## src/rtl/memory_controller.sv

```systemverilog
// memory_controller: arbitrates the load/store buffer and instruction fetch
// onto a byte-wide RAM/IO port, serialising each access into per-byte cycles
// and returning little-endian assembled data with a one-cycle done pulse.
module memory_controller #(
  parameter int unsigned       OP_W       = 1,
  parameter logic [OP_W-1:0]   OP_STORE   = 1'b1,
  parameter logic [1:0]        IO_BASE_HI = 2'b11
) (
  input  logic            clk_in,
  input  logic            rst_in,
  input  logic            rdy_in,
  input  logic            clr_in,
  // load/store buffer
  input  logic            lsb_to_mc_ready,
  input  logic [1:0]      lsb_to_mc_len,
  input  logic [OP_W-1:0] lsb_to_mc_opType,
  input  logic [31:0]     lsb_to_mc_data,
  input  logic [31:0]     lsb_to_mc_addr,
  output logic            mc_to_lsb_ld_done,
  output logic            mc_to_lsb_st_done,
  output logic [31:0]     mc_to_lsb_result,
  // instruction fetch
  input  logic            if_to_mc_ready,
  input  logic [31:0]     if_to_mc_addr,
  output logic            mc_to_if_done,
  output logic [31:0]     mc_to_if_inst,
  // byte-wide RAM / IO
  input  logic [7:0]      mem_din,
  output logic [7:0]      mem_dout,
  output logic [31:0]     mem_a,
  output logic            mem_wr,
  input  logic            io_buffer_full
);

  typedef enum logic [1:0] {IDLE, READ, WRITE} state_e;

  state_e      state_q, state_d;
  logic [31:0] addr_q, addr_d;
  logic [31:0] data_q, data_d;
  logic [1:0]  len_q, len_d;
  logic        src_if_q, src_if_d;     // 1 = transaction belongs to instruction fetch
  logic [2:0]  cnt_q, cnt_d;           // READ: edges since accept; WRITE: bytes written
  logic [31:0] buf_q, buf_d;           // read bytes assembled so far
  logic [31:0] mem_a_q, mem_a_d;
  logic [7:0]  mem_dout_q, mem_dout_d;
  logic        mem_wr_q, mem_wr_d;
  logic        ld_done_q, ld_done_d;
  logic        st_done_q, st_done_d;
  logic        if_done_q, if_done_d;
  logic [31:0] ld_result_q, ld_result_d;
  logic [31:0] if_inst_q, if_inst_d;

  logic [2:0]  n_bytes;
  logic [2:0]  edge_idx;
  logic [31:0] asm_word;
  logic [31:0] wr_addr;
  logic [31:0] data_sh;
  logic        lsb_go;
  logic        if_go;
  logic        acc_stall;
  logic        wr_stall;

  assign n_bytes   = {1'b0, len_q} + 3'd1;
  assign edge_idx  = cnt_q + 3'd1;
  assign wr_addr   = addr_q + 32'(cnt_q);
  assign data_sh   = data_q >> {cnt_q[1:0], 3'b000};
  // A source is not re-accepted in the cycle its done pulse is visible,
  // since requesters drop ready one cycle late.
  assign lsb_go    = lsb_to_mc_ready && !ld_done_q && !st_done_q;
  assign if_go     = if_to_mc_ready && !if_done_q && !clr_in;
  assign acc_stall = (lsb_to_mc_addr[17:16] == IO_BASE_HI) && io_buffer_full;
  assign wr_stall  = (wr_addr[17:16] == IO_BASE_HI) && io_buffer_full;

  // Next-state and datapath decode for the IDLE/READ/WRITE sequencer.
  always_comb begin
    // NOTE: every variable gets a default before the case so no path infers a latch.
    state_d     = state_q;
    addr_d      = addr_q;
    data_d      = data_q;
    len_d       = len_q;
    src_if_d    = src_if_q;
    cnt_d       = cnt_q;
    buf_d       = buf_q;
    mem_a_d     = mem_a_q;
    mem_dout_d  = mem_dout_q;
    mem_wr_d    = 1'b0;
    ld_done_d   = 1'b0;
    st_done_d   = 1'b0;
    if_done_d   = 1'b0;
    ld_result_d = ld_result_q;
    if_inst_d   = if_inst_q;
    asm_word    = buf_q;

    unique case (state_q)
      IDLE: begin
        if (lsb_go) begin
          addr_d   = lsb_to_mc_addr;
          data_d   = lsb_to_mc_data;
          len_d    = lsb_to_mc_len;
          src_if_d = 1'b0;
          cnt_d    = 3'd0;
          buf_d    = 32'd0;
          mem_a_d  = lsb_to_mc_addr;
          if (lsb_to_mc_opType == OP_STORE) begin
            state_d = WRITE;
            if (!acc_stall) begin
              mem_dout_d = lsb_to_mc_data[7:0];
              mem_wr_d   = 1'b1;
              cnt_d      = 3'd1;
            end
          end else begin
            state_d = READ;
          end
        end else if (if_go) begin
          addr_d   = if_to_mc_addr;
          len_d    = 2'd3;
          src_if_d = 1'b1;
          cnt_d    = 3'd0;
          buf_d    = 32'd0;
          mem_a_d  = if_to_mc_addr;
          state_d  = READ;
        end
      end

      READ: begin
        if (src_if_q && clr_in) begin
          state_d = IDLE;
        end else begin
          cnt_d = edge_idx;
          if (edge_idx < n_bytes) mem_a_d = addr_q + 32'(edge_idx);
          // RAM data lags the address by one cycle, so lane k arrives two edges after its address.
          if (edge_idx >= 3'd2) asm_word = buf_q | (32'(mem_din) << {edge_idx - 3'd2, 3'b000});
          buf_d = asm_word;
          if (edge_idx == n_bytes + 3'd1) begin
            state_d = IDLE;
            if (src_if_q) begin
              if_done_d = 1'b1;
              if_inst_d = asm_word;
            end else begin
              ld_done_d   = 1'b1;
              ld_result_d = asm_word;
            end
          end
        end
      end

      WRITE: begin
        if (cnt_q == n_bytes) begin
          st_done_d = 1'b1;
          state_d   = IDLE;
        end else begin
          mem_a_d = wr_addr;
          if (!wr_stall) begin
            mem_dout_d = data_sh[7:0];
            mem_wr_d   = 1'b1;
            cnt_d      = cnt_q + 3'd1;
          end
        end
      end

      default: state_d = IDLE;
    endcase
  end

  // State register: synchronous reset, everything frozen while rdy_in is low.
  always_ff @(posedge clk_in) begin
    // NOTE: sequential state uses non-blocking assignments so all registers update together.
    if (rst_in) begin
      state_q     <= IDLE;
      addr_q      <= '0;
      data_q      <= '0;
      len_q       <= '0;
      src_if_q    <= 1'b0;
      cnt_q       <= '0;
      buf_q       <= '0;
      mem_a_q     <= '0;
      mem_dout_q  <= '0;
      mem_wr_q    <= 1'b0;
      ld_done_q   <= 1'b0;
      st_done_q   <= 1'b0;
      if_done_q   <= 1'b0;
      ld_result_q <= '0;
      if_inst_q   <= '0;
    end else if (rdy_in) begin
      state_q     <= state_d;
      addr_q      <= addr_d;
      data_q      <= data_d;
      len_q       <= len_d;
      src_if_q    <= src_if_d;
      cnt_q       <= cnt_d;
      buf_q       <= buf_d;
      mem_a_q     <= mem_a_d;
      mem_dout_q  <= mem_dout_d;
      mem_wr_q    <= mem_wr_d;
      ld_done_q   <= ld_done_d;
      st_done_q   <= st_done_d;
      if_done_q   <= if_done_d;
      ld_result_q <= ld_result_d;
      if_inst_q   <= if_inst_d;
    end
  end

  assign mem_a             = mem_a_q;
  assign mem_dout          = mem_dout_q;
  assign mem_wr            = mem_wr_q;
  assign mc_to_lsb_ld_done = ld_done_q;
  assign mc_to_lsb_st_done = st_done_q;
  assign mc_to_lsb_result  = ld_result_q;
  assign mc_to_if_done     = if_done_q;
  assign mc_to_if_inst     = if_inst_q;

endmodule

```

## config.mk

```make
export PLATFORM = sky130hd
export DESIGN_NAME = memory_controller
export DESIGN_NICKNAME = d
export VERILOG_FILES = /design/src/rtl/memory_controller.sv
export SDC_FILE = /design/constraint.sdc
export NUM_CORES = 1
export LEC_CHECK = 0
export CELL_PAD_IN_SITES_DETAIL_PLACEMENT = 1
export CELL_PAD_IN_SITES_GLOBAL_PLACEMENT = 2
export CORE_UTILIZATION = 30
export DETAILED_ROUTE_END_ITERATION = 16
export PLACE_DENSITY = 0.78
export SETUP_SLACK_MARGIN = 0.02
export SYNTH_ARGS = -nofsm -noshare
export SYNTH_HDL_FRONTEND = slang
export SYNTH_SLANG_ARGS = --single-unit
export TNS_END_PERCENT = 30
```

## constraint.sdc

```tcl
create_clock -name clk_in -period 3.8 [get_ports clk_in]
set_input_delay 0.57 -clock clk_in [delete_from_list [all_inputs] [get_ports clk_in]]
set_output_delay 0.57 -clock clk_in [all_outputs]
set_load 0.005 [all_outputs]
```

==> flow_summary.yaml <==
timing:
  slew_headroom_pct: 36.6
  fmax_mhz: 297
  period_needed_ps: 3370
  fin_crit_sh_pct: 88.7
  worst_pin_slew_ps: 951
  hold-worst-slack_ps: 455
  report.final.slew_viol_count: 0
  finClkSkew_ps: 10.8
  finalSetupViolations: 0
  hold_viol: 0
  rsz0062_at_grt: "no"
  finalSetupTns_ps: 0
yosys:
  ys_seq_area_share_pct: 40.3
  syn_nets: 1394
  synth-edff-count: 0
  netlist_area_um2: 10500
  synth_top_family_by_area: "compound AO/OA/AOI/OAI gates"
  synth_cell_types: 70
  ys.flop_type: "dfxtp_1"
  synth-simple-area-share_pct: 20.0
  syn_area_per_cell_um2: 8.36
  synthXorXnorAreaFrac_pct: 1.75
  ys_async_sr_fraction_pct: 0
  synth-warning-count: 0
  synth_compound_area_share_pct: 22.6
  ys_ff_latch: 212
  synth_mux_area_share_pct: 7.81
  synth_adder_area_share_pct: 2.52
  synthCells: 1260
critical_path:
  worstSetupStartpoint: "addr_q[0]"
  crit_type: "register to register"
  ff2ff_path_depth: 9
  worst-path-buf-inv: 1
  cp_data_arrival_time_ps: 3790
  slowest_delay_ps: 520
  r2r-start: "addr_q[0]"
  r2r-end: "mem_dout[6]"
  crit_fanout: 8
  end_kind: "register"
  crit_path_top_delay_cell: "a21o_1"
  cp-start-kind: "register"
  ff2ff_setup_slack_ps: 430
  cp_top_family: "compound AO/OA/AOI/OAI gates"
  path_cells: "ha_1 -> inv_1 -> fa_1 -> nor2b_1 -> o2111ai_1 -> or3_1 -> a21oi_1 -> a21o_1 -> mux2_4"
  required_ps: 4220
drt:
  drc: 0
  vias: 10200
  vias_per_cell: 5.37
  detail-route-antenna-nets: 0
  dr.pass1.iters: 5
  wl_mm: 37.9
  routedWlPerCell_um: 19.9
  first_iter_violations: 611
global_route:
  grt_start_max_net_pins: 122
  track_usage_pct: 20.9
  gr-total-overflow: 0
  antenna_found_initial: 0
  grt_pass1_wl_mm: 59.1
  grt_pass1_vias: 10400
layout:
  fin_cells: 1902
  fin_nets: 1562
  drive_above_1_share_pct: 7.67
  multi_input_area_um2: 5780
  filler_cell_count: 4063
  seqCellArea_um2: 4240
  diodes: 0
  fin_area_um2: 14000
  area_growth_pct: 33.1
placement:
  port_buffers: 221
  place_congestion: 0.855
  postPlaceCellArea_um2: 13200
  hpwl_mm: 26.7
  place_inst: 1856
floorplan:
  row_count: 68
  die_w_um: 189
  io_pins: 222
  start_util_pct: 30.5
  dieHeight_um: 189
  core_area_um2: 34500
  die_area_um2: 35900
power_and_ir_drop:
  switching_share_pct: 28.2
  power.internal_mw: 4.27
  switchingPower_mw: 1.67
  power.total_mw: 5.94
  pwr-share-comb_pct: 17.6
  power_frac_seq_pct: 41.5
  ir_drop_mv: 0.313
  p_leak_nw: 4.85
  p_clk_share_pct: 40.9
  power_density_nw_per_um2: 424
hold_path:
  hold_class: "register to register"
  hold_depth: 2
  hold_path_end: "mem_a[2]"
  min_from: "mem_a[2]"
job:
  cap_violations: 0
clock_tree:
  numCtsBuffers: 25
  cts_tree: "done"
  htreeDepth: 1
  clockBufferDepth: 3
  clock-sinks: 212
  post_cts_buffers: 0
  clk_latency_ps: 530
  cts.repair.resized: 0
  cts_root_buf: "clkbuf_16"
  path_clk_slew_ps: 60
  holdBufCountCts: 0
outcome:
  status: "complete, no violations"
-- worst max-delay path by stage --
stage	to	cells after the start
floorplan	mem_a[13]	14
global placement	mem_dout[4]	9
detailed placement	mem_dout[3]	9
CTS	mem_dout[1]	8
global route	mem_dout[6]	9
finish	mem_dout[6]	9
-- tightest hold or removal path: stages (launching register included) --
cell     delay, ps
dfxtp_1        310
nand2_1         50
a21oi_1         50
-- metrics by stage --
| stage | utilization (%) | setup slack [ps] |
|---|---|---|
| global route | 40.6 | 220 |
| global placement | 38.2 | 620 |
| finish | 40.6 | 430 |
| floorplan | - | 491 |
| CTS | 40.6 | 446 |
| detailed placement | 38.2 | 463 |
-- power by group through the flow --
stage	Combinational [mW]	Sequential [mW]	Clock (mW)
after global routing	1.14	2.48	2.62
after floorplan	0.608	2.46	0
after global placement	1.03	2.51	0
final	1.04	2.47	2.43
after CTS	1.06	2.47	2.50
after detailed placement	1.05	2.51	0
-- state kept, by name, summed over array words and instances (netlist names) --
| signal | count |
|---|---|
| addr_q | 32 |
| buf_q | 32 |
| data_q | 32 |
| mc_to_if_inst | 32 |
| mc_to_lsb_result | 32 |
| mem_a | 32 |
| mem_dout | 8 |
| cnt_q | 3 |
| len_q | 2 |
| state_q | 2 |
| mc_to_if_done | 1 |
| mc_to_lsb_ld_done | 1 |
| mc_to_lsb_st_done | 1 |
| mem_wr | 1 |
| src_if_q | 1 |
-- logic make-up after synthesis --
logic type / after synthesis
AO/OA/AOI/OAI: 344
XOR/XNOR: 21
adder cells (fa/ha/maj): 20
buffers and inverters: 138
flip-flops: 212
multiplexers: 68
AND/OR/NAND/NOR: 457
-- final cells by class --
class,instances,area share (%)
Clock buffer,34,5.06
Clock inverter,12,0.856
Inverter,23,0.616
Multi-Input combinational cell,910,41.2
Sequential cell,212,30.3
Tap cell,455,4.06
Timing Repair Buffer,256,17.9
-- placed cells by master, fill, tap and decap left out, types with 21 or more instances in the layout --
cell type / instances
a211oi_1: 104
nor2_1: 183
clkbuf_16: 25
mux2i_1: 50
buf_4: 32
nand2_1: 121
a22oi_1: 35
dfxtp_1: 212
o21ai_0: 21
inv_1: 21
nand3_1: 23
clkdlybuf4s50_1: 220
a21oi_1: 91
-- cells in the mapped netlist (5+ instances only) --
cell | count | area, µm²
a211o_1 | 6 | 52.6
a211oi_1 | 104 | 781
a21o_1 | 5 | 37.5
a21oi_1 | 91 | 455
a221oi_1 | 7 | 61.3
a22oi_1 | 35 | 263
a311oi_1 | 6 | 52.6
a31oi_1 | 10 | 62.6
and2_1 | 11 | 68.8
and3_1 | 11 | 68.8
buf_1 | 23 | 86.3
clkbuf_1 | 86 | 323
dfxtp_1 | 212 | 4240
ha_1 | 18 | 225
inv_1 | 21 | 78.8
mux2_4 | 8 | 120
mux2i_1 | 50 | 500
mux4_2 | 8 | 180
nand2_1 | 121 | 454
nand3_1 | 23 | 115
nand3b_1 | 10 | 75.1
nand4_1 | 15 | 93.8
nor2_1 | 184 | 691
nor2b_1 | 12 | 75.1
nor3_1 | 21 | 105
nor4_1 | 17 | 106
o211ai_1 | 9 | 67.6
o21ai_0 | 21 | 105
o31ai_1 | 5 | 37.5
o41ai_1 | 7 | 61.3
or3_1 | 8 | 50.1
or4_1 | 5 | 37.5
xnor2_1 | 10 | 87.6
xor2_1 | 11 | 96.3
-- routing by layer --
layer	GRT usage (%)	part of all wire, %
met1	27.6	46
met2	34.7	47
met3	3.69	5.3
met4	5.52	2.3
met5	0	0
Note: power is estimated with default switching activity, not from simulation.
